**src/rtl/axi_id_alloc_table_if.sv**
```systemverilog
// Push/pop handshake bundle for the AXI ID allocation table.
// The slave modport is the table's view; the master modport is the ID modifier's view.
interface axi_id_alloc_table_if #(
    parameter int unsigned SlvIdWidth = 4,
    parameter int unsigned MstIdWidth = 2
);
    logic                  push_valid_i;
    logic [SlvIdWidth-1:0] push_slv_id_i;
    logic                  push_ready_o;
    logic [MstIdWidth-1:0] push_mst_id_o;
    logic                  pop_i;
    logic [MstIdWidth-1:0] pop_mst_id_i;
    logic [SlvIdWidth-1:0] pop_slv_id_o;
    logic                  full_o;
    logic                  empty_o;
    logic                  err_o;

    modport master (
        output push_valid_i, push_slv_id_i, pop_i, pop_mst_id_i,
        input  push_ready_o, push_mst_id_o, pop_slv_id_o, full_o, empty_o, err_o
    );

    modport slave (
        input  push_valid_i, push_slv_id_i, pop_i, pop_mst_id_i,
        output push_ready_o, push_mst_id_o, pop_slv_id_o, full_o, empty_o, err_o
    );
endinterface

```
**src/rtl/axi_id_alloc_table.sv**
```systemverilog
// Remaps wide slave-side AXI IDs onto a small table of master-side IDs, counting
// outstanding transactions per entry and restoring the original ID on responses.
module axi_id_alloc_table #(
    parameter int unsigned SlvIdWidth   = 4,
    parameter int unsigned MstIdWidth   = 2,
    parameter int unsigned MaxTxnsPerId = 4
) (
    input  logic                  clk_i,
    input  logic                  rst_i,
    axi_id_alloc_table_if.slave   bus
);
    localparam int unsigned NumEntries = 2 ** MstIdWidth;
    localparam int unsigned CntWidth   = $clog2(MaxTxnsPerId + 1);
    localparam logic [CntWidth-1:0] MaxCnt = CntWidth'(MaxTxnsPerId);

    typedef enum logic {
        IDLE,
        HOLD
    } state_t;

    state_t                state_q;
    logic [MstIdWidth-1:0] hold_idx_q;
    logic [SlvIdWidth-1:0] slv_id_q [NumEntries];
    logic [CntWidth-1:0]   cnt_q    [NumEntries];
    logic                  err_q;

    logic [NumEntries-1:0] valid_vec;
    logic                  match_found;
    logic                  free_found;
    logic [MstIdWidth-1:0] match_idx;
    logic [MstIdWidth-1:0] free_idx;
    logic [MstIdWidth-1:0] sel_idx;
    logic                  sel_valid;
    logic                  ready;
    logic                  fire;
    logic [MstIdWidth-1:0] pop_idx;
    logic                  pop_ok;
    logic [NumEntries-1:0] inc_vec;
    logic [NumEntries-1:0] dec_vec;

    // Lookup: existing entry for this slave ID, and lowest free entry.
    always_comb begin
        valid_vec   = '0;
        match_found = 1'b0;
        match_idx   = '0;
        free_found  = 1'b0;
        free_idx    = '0;
        for (int unsigned i = 0; i < NumEntries; i++) begin
            valid_vec[i] = (cnt_q[i] != '0);
            if (valid_vec[i] && (slv_id_q[i] == bus.push_slv_id_i) && !match_found) begin
                match_found = 1'b1;
                match_idx   = MstIdWidth'(i);
            end
            if (!valid_vec[i] && !free_found) begin
                free_found = 1'b1;
                free_idx   = MstIdWidth'(i);
            end
        end
    end

    // Selection uses only registered state and push inputs, so pop never reaches ready.
    always_comb begin
        sel_idx   = '0;
        sel_valid = 1'b0;
        ready     = 1'b0;
        if (state_q == HOLD) begin
            sel_idx   = hold_idx_q;
            sel_valid = 1'b1;
            if (cnt_q[hold_idx_q] == '0) begin
                ready = 1'b1;
            end else if (slv_id_q[hold_idx_q] == bus.push_slv_id_i) begin
                ready = (cnt_q[hold_idx_q] < MaxCnt);
            end
        end else if (match_found) begin
            sel_idx   = match_idx;
            sel_valid = 1'b1;
            ready     = (cnt_q[match_idx] < MaxCnt);
        end else if (free_found) begin
            sel_idx   = free_idx;
            sel_valid = 1'b1;
            ready     = 1'b1;
        end
    end

    assign fire    = bus.push_valid_i && ready;
    assign pop_idx = bus.pop_mst_id_i;
    assign pop_ok  = bus.pop_i && (cnt_q[pop_idx] != '0);

    always_comb begin
        inc_vec = '0;
        dec_vec = '0;
        for (int unsigned i = 0; i < NumEntries; i++) begin
            inc_vec[i] = fire && (sel_idx == MstIdWidth'(i));
            dec_vec[i] = pop_ok && (pop_idx == MstIdWidth'(i));
        end
    end

    always_ff @(posedge clk_i) begin
        if (rst_i) begin
            state_q    <= IDLE;
            hold_idx_q <= '0;
            err_q      <= 1'b0;
            for (int unsigned i = 0; i < NumEntries; i++) begin
                cnt_q[i]    <= '0;
                slv_id_q[i] <= '0;
            end
        end else begin
            err_q <= bus.pop_i && (cnt_q[pop_idx] == '0);
            // Simultaneous push and pop on one entry cancel out.
            for (int unsigned i = 0; i < NumEntries; i++) begin
                if (inc_vec[i] && !dec_vec[i]) begin
                    cnt_q[i] <= cnt_q[i] + CntWidth'(1);
                end else if (dec_vec[i] && !inc_vec[i]) begin
                    cnt_q[i] <= cnt_q[i] - CntWidth'(1);
                end
                if (inc_vec[i]) begin
                    slv_id_q[i] <= bus.push_slv_id_i;
                end
            end
            // HOLD pins the offered master ID across a stalled handshake.
            case (state_q)
                IDLE: begin
                    if (bus.push_valid_i && !ready && sel_valid) begin
                        state_q    <= HOLD;
                        hold_idx_q <= sel_idx;
                    end
                end
                HOLD: begin
                    if (fire || !bus.push_valid_i) begin
                        state_q <= IDLE;
                    end
                end
                default: state_q <= IDLE;
            endcase
        end
    end

    assign bus.push_ready_o  = ready;
    assign bus.push_mst_id_o = sel_idx;
    assign bus.pop_slv_id_o  = slv_id_q[pop_idx];
    assign bus.full_o        = &valid_vec;
    assign bus.empty_o       = ~|valid_vec;
    assign bus.err_o         = err_q;
endmodule

```
**src/flat_wrapper.sv**
```systemverilog
// flat-port wrapper written by rule: the top's interface ports become plain ports
module axi_id_alloc_table_flat 
#(
    parameter int unsigned SlvIdWidth   = 4,
    parameter int unsigned MstIdWidth   = 2,
    parameter int unsigned MaxTxnsPerId = 4
)
  (clk_i, rst_i, bus_push_valid_i, bus_push_slv_id_i, bus_pop_i, bus_pop_mst_id_i, bus_push_ready_o, bus_push_mst_id_o, bus_pop_slv_id_o, bus_full_o, bus_empty_o, bus_err_o);
  axi_id_alloc_table_if #(.SlvIdWidth(SlvIdWidth), .MstIdWidth(MstIdWidth)) bus_i ();
  input  logic clk_i;
  input  logic rst_i;
  input wire logic [$bits(bus_i.push_valid_i)-1:0] bus_push_valid_i;
  input wire logic [$bits(bus_i.push_slv_id_i)-1:0] bus_push_slv_id_i;
  input wire logic [$bits(bus_i.pop_i)-1:0] bus_pop_i;
  input wire logic [$bits(bus_i.pop_mst_id_i)-1:0] bus_pop_mst_id_i;
  output wire logic [$bits(bus_i.push_ready_o)-1:0] bus_push_ready_o;
  output wire logic [$bits(bus_i.push_mst_id_o)-1:0] bus_push_mst_id_o;
  output wire logic [$bits(bus_i.pop_slv_id_o)-1:0] bus_pop_slv_id_o;
  output wire logic [$bits(bus_i.full_o)-1:0] bus_full_o;
  output wire logic [$bits(bus_i.empty_o)-1:0] bus_empty_o;
  output wire logic [$bits(bus_i.err_o)-1:0] bus_err_o;
  assign bus_i.push_valid_i = bus_push_valid_i;
  assign bus_i.push_slv_id_i = bus_push_slv_id_i;
  assign bus_i.pop_i = bus_pop_i;
  assign bus_i.pop_mst_id_i = bus_pop_mst_id_i;
  assign bus_push_ready_o = bus_i.push_ready_o;
  assign bus_push_mst_id_o = bus_i.push_mst_id_o;
  assign bus_pop_slv_id_o = bus_i.pop_slv_id_o;
  assign bus_full_o = bus_i.full_o;
  assign bus_empty_o = bus_i.empty_o;
  assign bus_err_o = bus_i.err_o;
  axi_id_alloc_table #(.SlvIdWidth(SlvIdWidth), .MstIdWidth(MstIdWidth), .MaxTxnsPerId(MaxTxnsPerId)) u_core (.clk_i(clk_i), .rst_i(rst_i), .bus(bus_i));
endmodule
```
**config.mk**
```make
export PLATFORM = sky130hd
export DESIGN_NAME = axi_id_alloc_table_flat
export DESIGN_NICKNAME = d
export VERILOG_FILES = /design/src/rtl/axi_id_alloc_table_if.sv /design/src/rtl/axi_id_alloc_table.sv /design/src/flat_wrapper.sv
export SDC_FILE = /design/constraint.sdc
export NUM_CORES = 1
export LEC_CHECK = 0
export ABC_CLOCK_PERIOD_IN_PS = 3190
export CAP_MARGIN = 40
export CORE_MARGIN = 3
export CORE_UTILIZATION = 50
export CTS_BUF_LIST = sky130_fd_sc_hd__clkbuf_8
export CTS_CLUSTER_DIAMETER = 40
export DETAILED_ROUTE_END_ITERATION = 12
export PLACE_DENSITY_LB_ADDON = 0.08
export SLEW_MARGIN = 0
export SYNTH_ARGS = -nofsm -noshare
export SYNTH_HDL_FRONTEND = slang
export SYNTH_SLANG_ARGS = --single-unit
```
**constraint.sdc**
```tcl
create_clock -name clk_i -period 3.19 [get_ports clk_i]
set_input_delay 0.4785 -clock clk_i [delete_from_list [all_inputs] [get_ports clk_i]]
set_output_delay 0.4785 -clock clk_i [all_outputs]
set_load 0.02 [all_outputs]
```
* Word-level counts from Yosys, hierarchy flattened *
Memory sizes are Yosys's and may differ from the RTL's. A register that Yosys moved wholly into a read port is not among the register bits.
Cells that the tools add are included.

word-level totals
  bits in writable memories = 28
  output and inout bits = 10
  register bits = 4
  bits of input ports = 10
  memories = 2
  logic and storage cells = 187

memories
  memory           depth  width  read ports  clocked after Yosys merged registers in  wr ports  RTL line                  source
  u_core.slv_id_q  4      4      6           1                                        4         axi_id_alloc_table.sv:23  logic [SlvIdWidth-1:0] slv_id_q [NumEntries];
  u_core.cnt_q     4      3      7           1                                        4         axi_id_alloc_table.sv:24  logic [CntWidth-1:0] cnt_q [NumEntries];

cells by class
  add/sub/neg operators = 8
  bitwise operators = 13
  reductions and logical operators = 63
  equality and inequality tests = 11
  magnitude comparators = 2
  mux-type cells = 85

operators with widths
  cell                                                                   number
  1-bit 2-to-1 mux                                                       61
  1-bit logical AND                                                      31
  3-bit 2-to-1 mux                                                       8
  2-bit 2-to-1 mux                                                       11
  4-bit equality test                                                    5
  1-bit zero test                                                        19
  4-bit 2-to-1 mux                                                       4
  3-bit nonzero test                                                     5
  3-bit by 1-bit adder with 3-bit output, second input constant          4
  1-bit bitwise OR                                                       12
  3-bit by 1-bit subtractor with 3-bit output, second input constant     4
  2-bit equality test, second input constant                             4
  3-bit zero test                                                        2
  3-bit less-than comparator, second input constant                      2
  2-bit by 1-bit equality test with 1-bit output, second input constant  2
  2-bit zero test                                                        2
  4-bit AND reduction                                                    1
  4-bit OR reduction                                                     1
  1-bit one-hot mux with 2 select lines                                  1
  2-bit AND reduction                                                    1
  1-bit logical OR                                                       1
  1-bit inverter                                                         1

* Longest topological paths before layout *
Gate-level depths: netlist of the first run.
An unclocked memory read counts as a cell.

  depth after elaboration = 26
  gate-level depth with buffers = 15
  depth with buffers taken out = 15

* Worst setup path before layout of the first run *
No wires, ideal clock.

  path kind = input-to-reg
  from = input bus_push_slv_id_i[1]
  to = memory u_core.cnt_q[1][2] (netlist bit), data pin
  arrival time = 3.351 ns
  setup time = 0.260 ns
  buffers on the path = 1
  stages = 13
  slack = -0.421 ns
  path through = buf_2 > xor2_1 > nor4_2 > o2bb2ai_1 > a31oi_1 > o31ai_2 > nor2b_1 > nand2_4 > nand3_1 > fa_1 > xnor2_1 > and3_1 > mux2_4

RTL lines
  item                RTL line                  source
  start: declaration  flat_wrapper.sv:13        input wire logic [$bits(bus_i.push_slv_id_i)-1:0] bus_push_slv_id_i;
  end: declaration    axi_id_alloc_table.sv:24

==> impl_results.md, run 1 <==
- Critical setup path kind: flip-flop to flip-flop
- Clock network fraction of design power: 0.143
- Worst setup margin: -6.22 ps
- Switching pwr: 0.000842 W
- DRC violations left: 0
- Clock Path Buffers: 2
- Violated checks: setup timing
- Warnings, synthesis: 0
- Syn Nets: 266
- GP Congestion: 0.907
- Via-per-instance ratio: 5.46
- Root buf cell: clkbuf_8
- VDD IR max: 334 uV
- Netlist cell types: 55
- P_int: 0.00137 W
- Rel. slew slack: 0.618
- Critical path launch point: u_core.cnt_q[2][1]$_SDFFCE_PN0P_
- RSZ-0062 raised after global routing: yes
- Crit-path max FO: 5
- H-tree level count: 2
- Die Ht: 79.2 microns
- Hold buffers post-CTS: 0
- Via count: 2142
- Largest net degree at the start of global routing: 29
- WL per Instance: 16.5 microns
- Antenna Violating Nets Remaining: 0
- DRT Pass-1 Iters: 4
- HPWL after DPL: 4.85 mm
- Part of the power in combinational logic: 0.557
- Final #Nets: 337
- Clk_skew: 11.2 ps
- Share of post-route cells with drive strength above 1: 0.404
- Dpl cell area: 3300 sq um
- Fin crit share: 1.00
- Crit path launch type: flip-flop
- Worst setup EP type: flip-flop
- Post-layout minimum cycle time: 3200 ps
- Initial Util: 0.521
- Post-synth EDFFs: 28
- Row Count: 26
- Part of the power in registers: 0.301
- Global-route wire length before repair: 10.5 mm
- Power Dens Cells: 622 nW/um^2
- Post-Syn Instances: 250
- Layout area overhead: 32.8%
- Worst EP required: 3150 ps
- Hold Crit Start: u_core.hold_idx_q[0]$_SDFFE_PP0N_
- TritonCTS buffer count: 5
- Worst-path clk slew: 80 ps
- Core Region: 5140 sq um
- Actual slew at the worst max-slew pin: 573 ps
- Full die area: 6270 sq um
- Post-synthesis sequential area ratio: 0.359
- Worst EP arrival: 3160 ps
- Vias in the first global route: 2147
- Routed wire length: 6.45 mm
- Setup violators final: 3
- Initial antenna violation count: 0
- Leak pwr: 1.46 nW
- Fmax: 313 MHz
- Cell Area, Synth: 2680 sq um
- Final Max Slew Viols: 0
- Clk_lat worst skew: 290 ps
- Max cap viols: 0
- Syn avg cell area: 10.7 sq um
- Primary FF master, synth: edfxtp_1
- Area contributors post-synth: edfxtp_1, mux4_2, xnor2_1, dfxtp_1, and2_1
- Design Area, Final: 3560 sq um
- Initial DRC Count: 149
- Worst reg2reg path startpoint: u_core.cnt_q[2][1]$_SDFFCE_PN0P_
- Die width: 79.2 microns
- PortBufs: 19
- CTS tree: yes
- Outcome: finished, violations left
- Synth top area share: 0.314
- CTS sink cnt: 34
- Grt ovf: 0
- Final Hold Fails: 0
- Yosys top cell by area: edfxtp_1
- FF+latch count, synth: 34
- Diodes inserted: 0
- Overall Global Routing Usage: 0.216
- Switching Fraction: 0.380
- Hold Path Class: flip-flop to flip-flop
- Hold slack: 509 ps
- Post-synthesis async set-or-reset flop share: 0
- Io pins: 20
## power groups by stage
stage | logic (W) | registers (W) | clock network (W)
final | 0.00123 | 0.000666 | 0.000316
after global placement | 0.00111 | 0.000666 | 0
after floorplan | 0.000699 | 0.000653 | 0
after CTS | 0.00116 | 0.000661 | 0.000322
after detailed placement | 0.00112 | 0.000671 | 0
after global routing | 0.00132 | 0.000679 | 0.000338
## worst max-delay path, cell delays in order, from the launching register on
cell and delay, ps:
edfxtp_1 470, nor3_4 280, nor4_4 90, o2bb2ai_2 150, buf_4 140, or2_4 220, or3_4 390, a21boi_4 280
nand2_2 130, buf_4 150, buf_4 120, buf_4 150, mux2i_1 310
## synthesized netlist by cell type (all sizes together), types with 2 or more instances
cell type  instances
o2bb2ai            4
o21ai              3
or3                6
clkbuf             3
nor2b              3
and2              18
nand4              3
inv               12
fa                 3
nor2              18
o31ai              2
mux4              11
mux2i              9
a21oi              2
a31oi              2
mux2               8
xnor2             18
dfxtp              6
and3               6
nand3              6
nor4               4
edfxtp            28
xor2               7
nand2b             4
buf                8
nand2             22
nor3              18
ha                 3
## cell type report
class | count | area, sq um
multi-input combinational | 192 | 1760
fill | 406 | 1580
sequential | 34 | 961
timing repair buffer | 76 | 624
tap | 70 | 87.6
clock buffer | 5 | 68.8
inverter | 12 | 45.0
clock inverter | 3 | 16.3
## cells in the final DEF (no fill, tap or decap), types with 4 or more instances in the layout
| cell | count |
|---|---|
| and2_1 | 17 |
| and3_2 | 5 |
| buf_4 | 53 |
| clkbuf_8 | 5 |
| clkdlybuf4s50_1 | 14 |
| dfxtp_1 | 6 |
| edfxtp_1 | 28 |
| inv_1 | 12 |
| mux2_4 | 8 |
| mux2i_1 | 9 |
| mux4_2 | 10 |
| nand2_1 | 17 |
| nand2b_1 | 4 |
| nor2_1 | 15 |
| nor3_1 | 13 |
| nor3_2 | 4 |
| or3_1 | 4 |
| xnor2_1 | 15 |
| xor2_1 | 5 |
## state kept, by name (all words and copies together) (netlist names), named ones only
| register | cells |
|---|---|
| u_core.hold_idx_q | 2 |
| u_core.cnt_q | 12 |
| u_core.state_q | 1 |
| u_core.slv_id_q | 16 |
| u_core.bus.err_o | 1 |
## path summary, 6_finish.rpt
path | cells past startpoint | slack [ps] | end
worst min register to register | 2 | 510 | flip-flop
worst max register to register | 12 | -6 | u_core.cnt_q[2][0]$_SDFFCE_PN0P_
worst max-delay path | 12 | -6 | u_core.cnt_q[2][0]$_SDFFCE_PN0P_
worst min-delay path | 2 | 510 | flip-flop
## per-layer routing
metal | wire (microns) | share of wire | vias up | GRT usage
met5 | 0 | 0 | - | 0
met4 | 70 | 0.011 | 0 | 0.0481
met3 | 204 | 0.032 | 6 | 0.0374
met2 | 3180 | 0.49 | 39 | 0.357
met1 | 3000 | 0.46 | 1050 | 0.298
li1 | - | - | 1047 | -
## per-stage QoR
step                std cells  power, W  TNS [ps]  utilization  worst slack, ps
finish                    392   0.00221     -18.3        0.692            -6.22
floorplan                 250   0.00135      -271            -             -115
global route              392   0.00234      -806        0.692             -143
CTS                       386   0.00214         0        0.669             1.56
detailed placement        374   0.00179    -13340        0.642             -596
global placement          374   0.00178    -12560        0.642             -540
## logic make-up after synthesis
logic type / count (synthesis) / share of synthesized area
simple gates: 111 / 0.235
flops: 34 / 0.359
mux: 28 / 0.171
xor+xnor: 25 / 0.0817
buf+inv: 24 / 0.0439
compound gates: 22 / 0.0729
fa+ha+maj: 6 / 0.0364
## what timing repair did
action | in CTS | in global routing
buffers inserted | 4 | 7
endpoints found under the setup margin | 15 | 11
pin swaps | 15 | 17
resized for setup | 13 | 22
Note: power is estimated with default switching activity, not from simulation.
==> run 2: changes to the inputs <==
Settings changed: ABC_CLOCK_PERIOD_IN_PS 3190 to 3000, PLACE_DENSITY set to 0.7, PLACE_DENSITY_LB_ADDON 0.08 to unset, SKIP_CTS_REPAIR_TIMING set to 1.
Clock period 3.19 ns to 3 ns, I/O delays scaled along.
==> impl_results.md, run 2 (synthesis results as in run 1) <==
- CTS sink cnt: 34
- Largest net degree at the start of global routing: 29
- Clk_lat worst skew: 300 ps
- Actual slew at the worst max-slew pin: 500 ps
- Setup violators final: 6
- Fmax: 319 MHz
- Final Max Slew Viols: 0
- Post-layout minimum cycle time: 3140 ps
- TNS Setup: -545 ps
- Worst setup margin: -139 ps
- DRC violations left: 0
- Outcome: finished, violations left
- CP Buf/Inv Count: 1
- WL per Instance: 17.7 microns
- DRT Pass-1 Iters: 4
- Largest registers: u_core.slv_id_q (16), u_core.cnt_q (12), u_core.hold_idx_q (2)
- CTS tree: yes
- Final #Nets: 346
- Via-per-instance ratio: 5.64
- Non-filler cells, final: 401
- Global-route wire length before repair: 11.0 mm
- Antenna Violating Nets Remaining: 0
- Max cap viols: 0
- Violated checks: setup timing
- Leak pwr: 1.63 nW
- Rel. slew slack: 0.664
- VDD IR max: 385 uV
- Layout area overhead: 42.3%
- Row Count: 26
- GRT busiest layer: met2
- Dpl cell area: 3390 sq um
- Grt ovf: 0
- Most used cell, CP: xnor2_2
- Initial Util: 0.521
- Diodes inserted: 0
- Met2 Use GR: 0.376
- Util after Layout: 0.741
- Share of post-route cells with drive strength above 1: 0.450
- Final Hold Fails: 0
- Routed wire length: 7.11 mm
- Slowest stage cell, crit path: mux4_2
- CP cell instances: buf_12, mux4_2, xnor2_2, a41oi_2, nor3_2, a31oi_4, a21boi_4, nand2_4, nand3_2, fa_2, xnor2_2, a2111o_1, o31ai_1
- Multi-input gate area: 1860 sq um
- Initial DRC Count: 208
- TritonCTS buffer count: 5
- Global Route met1 Usage: 0.303
- Overall Global Routing Usage: 0.228
- HPWL after DPL: 5.03 mm
- Crit-path max FO: 5
- Die Ht: 79.2 microns
- Slowest cell delay on critical path: 540 ps
- Worst-path clk slew: 80 ps
- Vias in the first global route: 2227
- DP Cell Count: 386
- Most flops, register: u_core.slv_id_q
- Register Area: 962 sq um
- Power Dens Cells: 697 nW/um^2
- Hold Path Class: flip-flop to flip-flop
- Worst setup EP type: flip-flop
- RSZ-0062 raised after global routing: yes
- Full die area: 6270 sq um
- Die width: 79.2 microns
- Fin crit share: 1.05
- Largest register FFs: 16
- Crit path launch type: flip-flop
- Commonest non-fill, non-tap cells in the layout: buf_4, edfxtp_1, nand2_1, and2_1
- Commonest non-fill, non-tap cell in the layout: buf_4
- Clk_skew: 4.73 ps
- Io pins: 20
- H-tree level count: 2
- Core Region: 5140 sq um
- Worst EP arrival: 3270 ps
- Critical setup path kind: flip-flop to flip-flop
- Initial antenna violation count: 0
- PortBufs: 19
- Fillers: 372
- Design Area, Final: 3810 sq um
- Met3 Resource Use GR: 0.0488
- Via count: 2261
- Worst EP required: 3130 ps
- Root buf cell: clkbuf_8
- Clock Path Buffers: 2
- Largest delay share family, worst path: compound AO/OA/AOI/OAI gates
- GP Congestion: 0.863
## run 2: changes by cell type in the layout (fill, tap and decap cells not counted), sizes merged
cell | previous run | this run
clkinvlp | 1 | 0
clkdlybuf4s50 | 14 | 12
clkinv | 2 | 1
dlymetal6s2s | 0 | 6
dlygate4sd2 | 2 | 0
clkbuf | 8 | 6
bufinv | 0 | 2
buf | 57 | 66
## run 2: worst paths after layout
kind | slack (ps) | to | cells after the start | start
max | -140 | u_core.cnt_q[0][2]$_SDFFCE_PN0P_ | 13 | flip-flop
min | 510 | flip-flop | 2 | u_core.hold_idx_q[0]$_SDFFE_PP0N_
max reg2reg | -140 | u_core.cnt_q[0][2]$_SDFFCE_PN0P_ | 13 | flip-flop
min reg2reg | 510 | flip-flop | 2 | u_core.hold_idx_q[0]$_SDFFE_PP0N_
## run 2: final cells by class
| class | count | share of cell area |
|---|---|---|
| multi-input cells | 192 | 0.488 |
| inverters | 12 | 0.0118 |
| clock inverters | 3 | 0.0181 |
| flip-flops and latches | 34 | 0.252 |
| clock buffers | 5 | 0.0181 |
| well taps | 70 | 0.0230 |
| repair buffers | 85 | 0.189 |
## run 2: metrics by stage
| step | setup WS [ps] | power, W | hold slack, ps |
|---|---|---|---|
| 2_1_floorplan | -276 | 0.00145 | 460 |
| 3_3_place_gp | -680 | 0.00193 | 521 |
| 3_5_place_dp | -757 | 0.00195 | 505 |
| 4_1_cts | -475 | 0.00247 | 517 |
| 5_1_grt | -240 | 0.00278 | 547 |
| 6_report | -139 | 0.00266 | 511 |
## run 2: tightest hold or removal path: stages (launching register included)
cell,delay [ps]
dfxtp_1,300
inv_1,80
a21oi_1,80
## run 2: where the power goes
part	internal (W)	switching, W	total (W)
sequential	0.000622	0.0000750	0.000697
clock	0.000333	0.000196	0.000529
combinational	0.000730	0.000700	0.00143
total	0.00168	0.000972	0.00266
## run 2: per-layer routing
metal	routed length, microns	share of wire
met5	0	0
met4	66	0.0093
met3	329	0.046
met2	3520	0.50
met1	3190	0.45
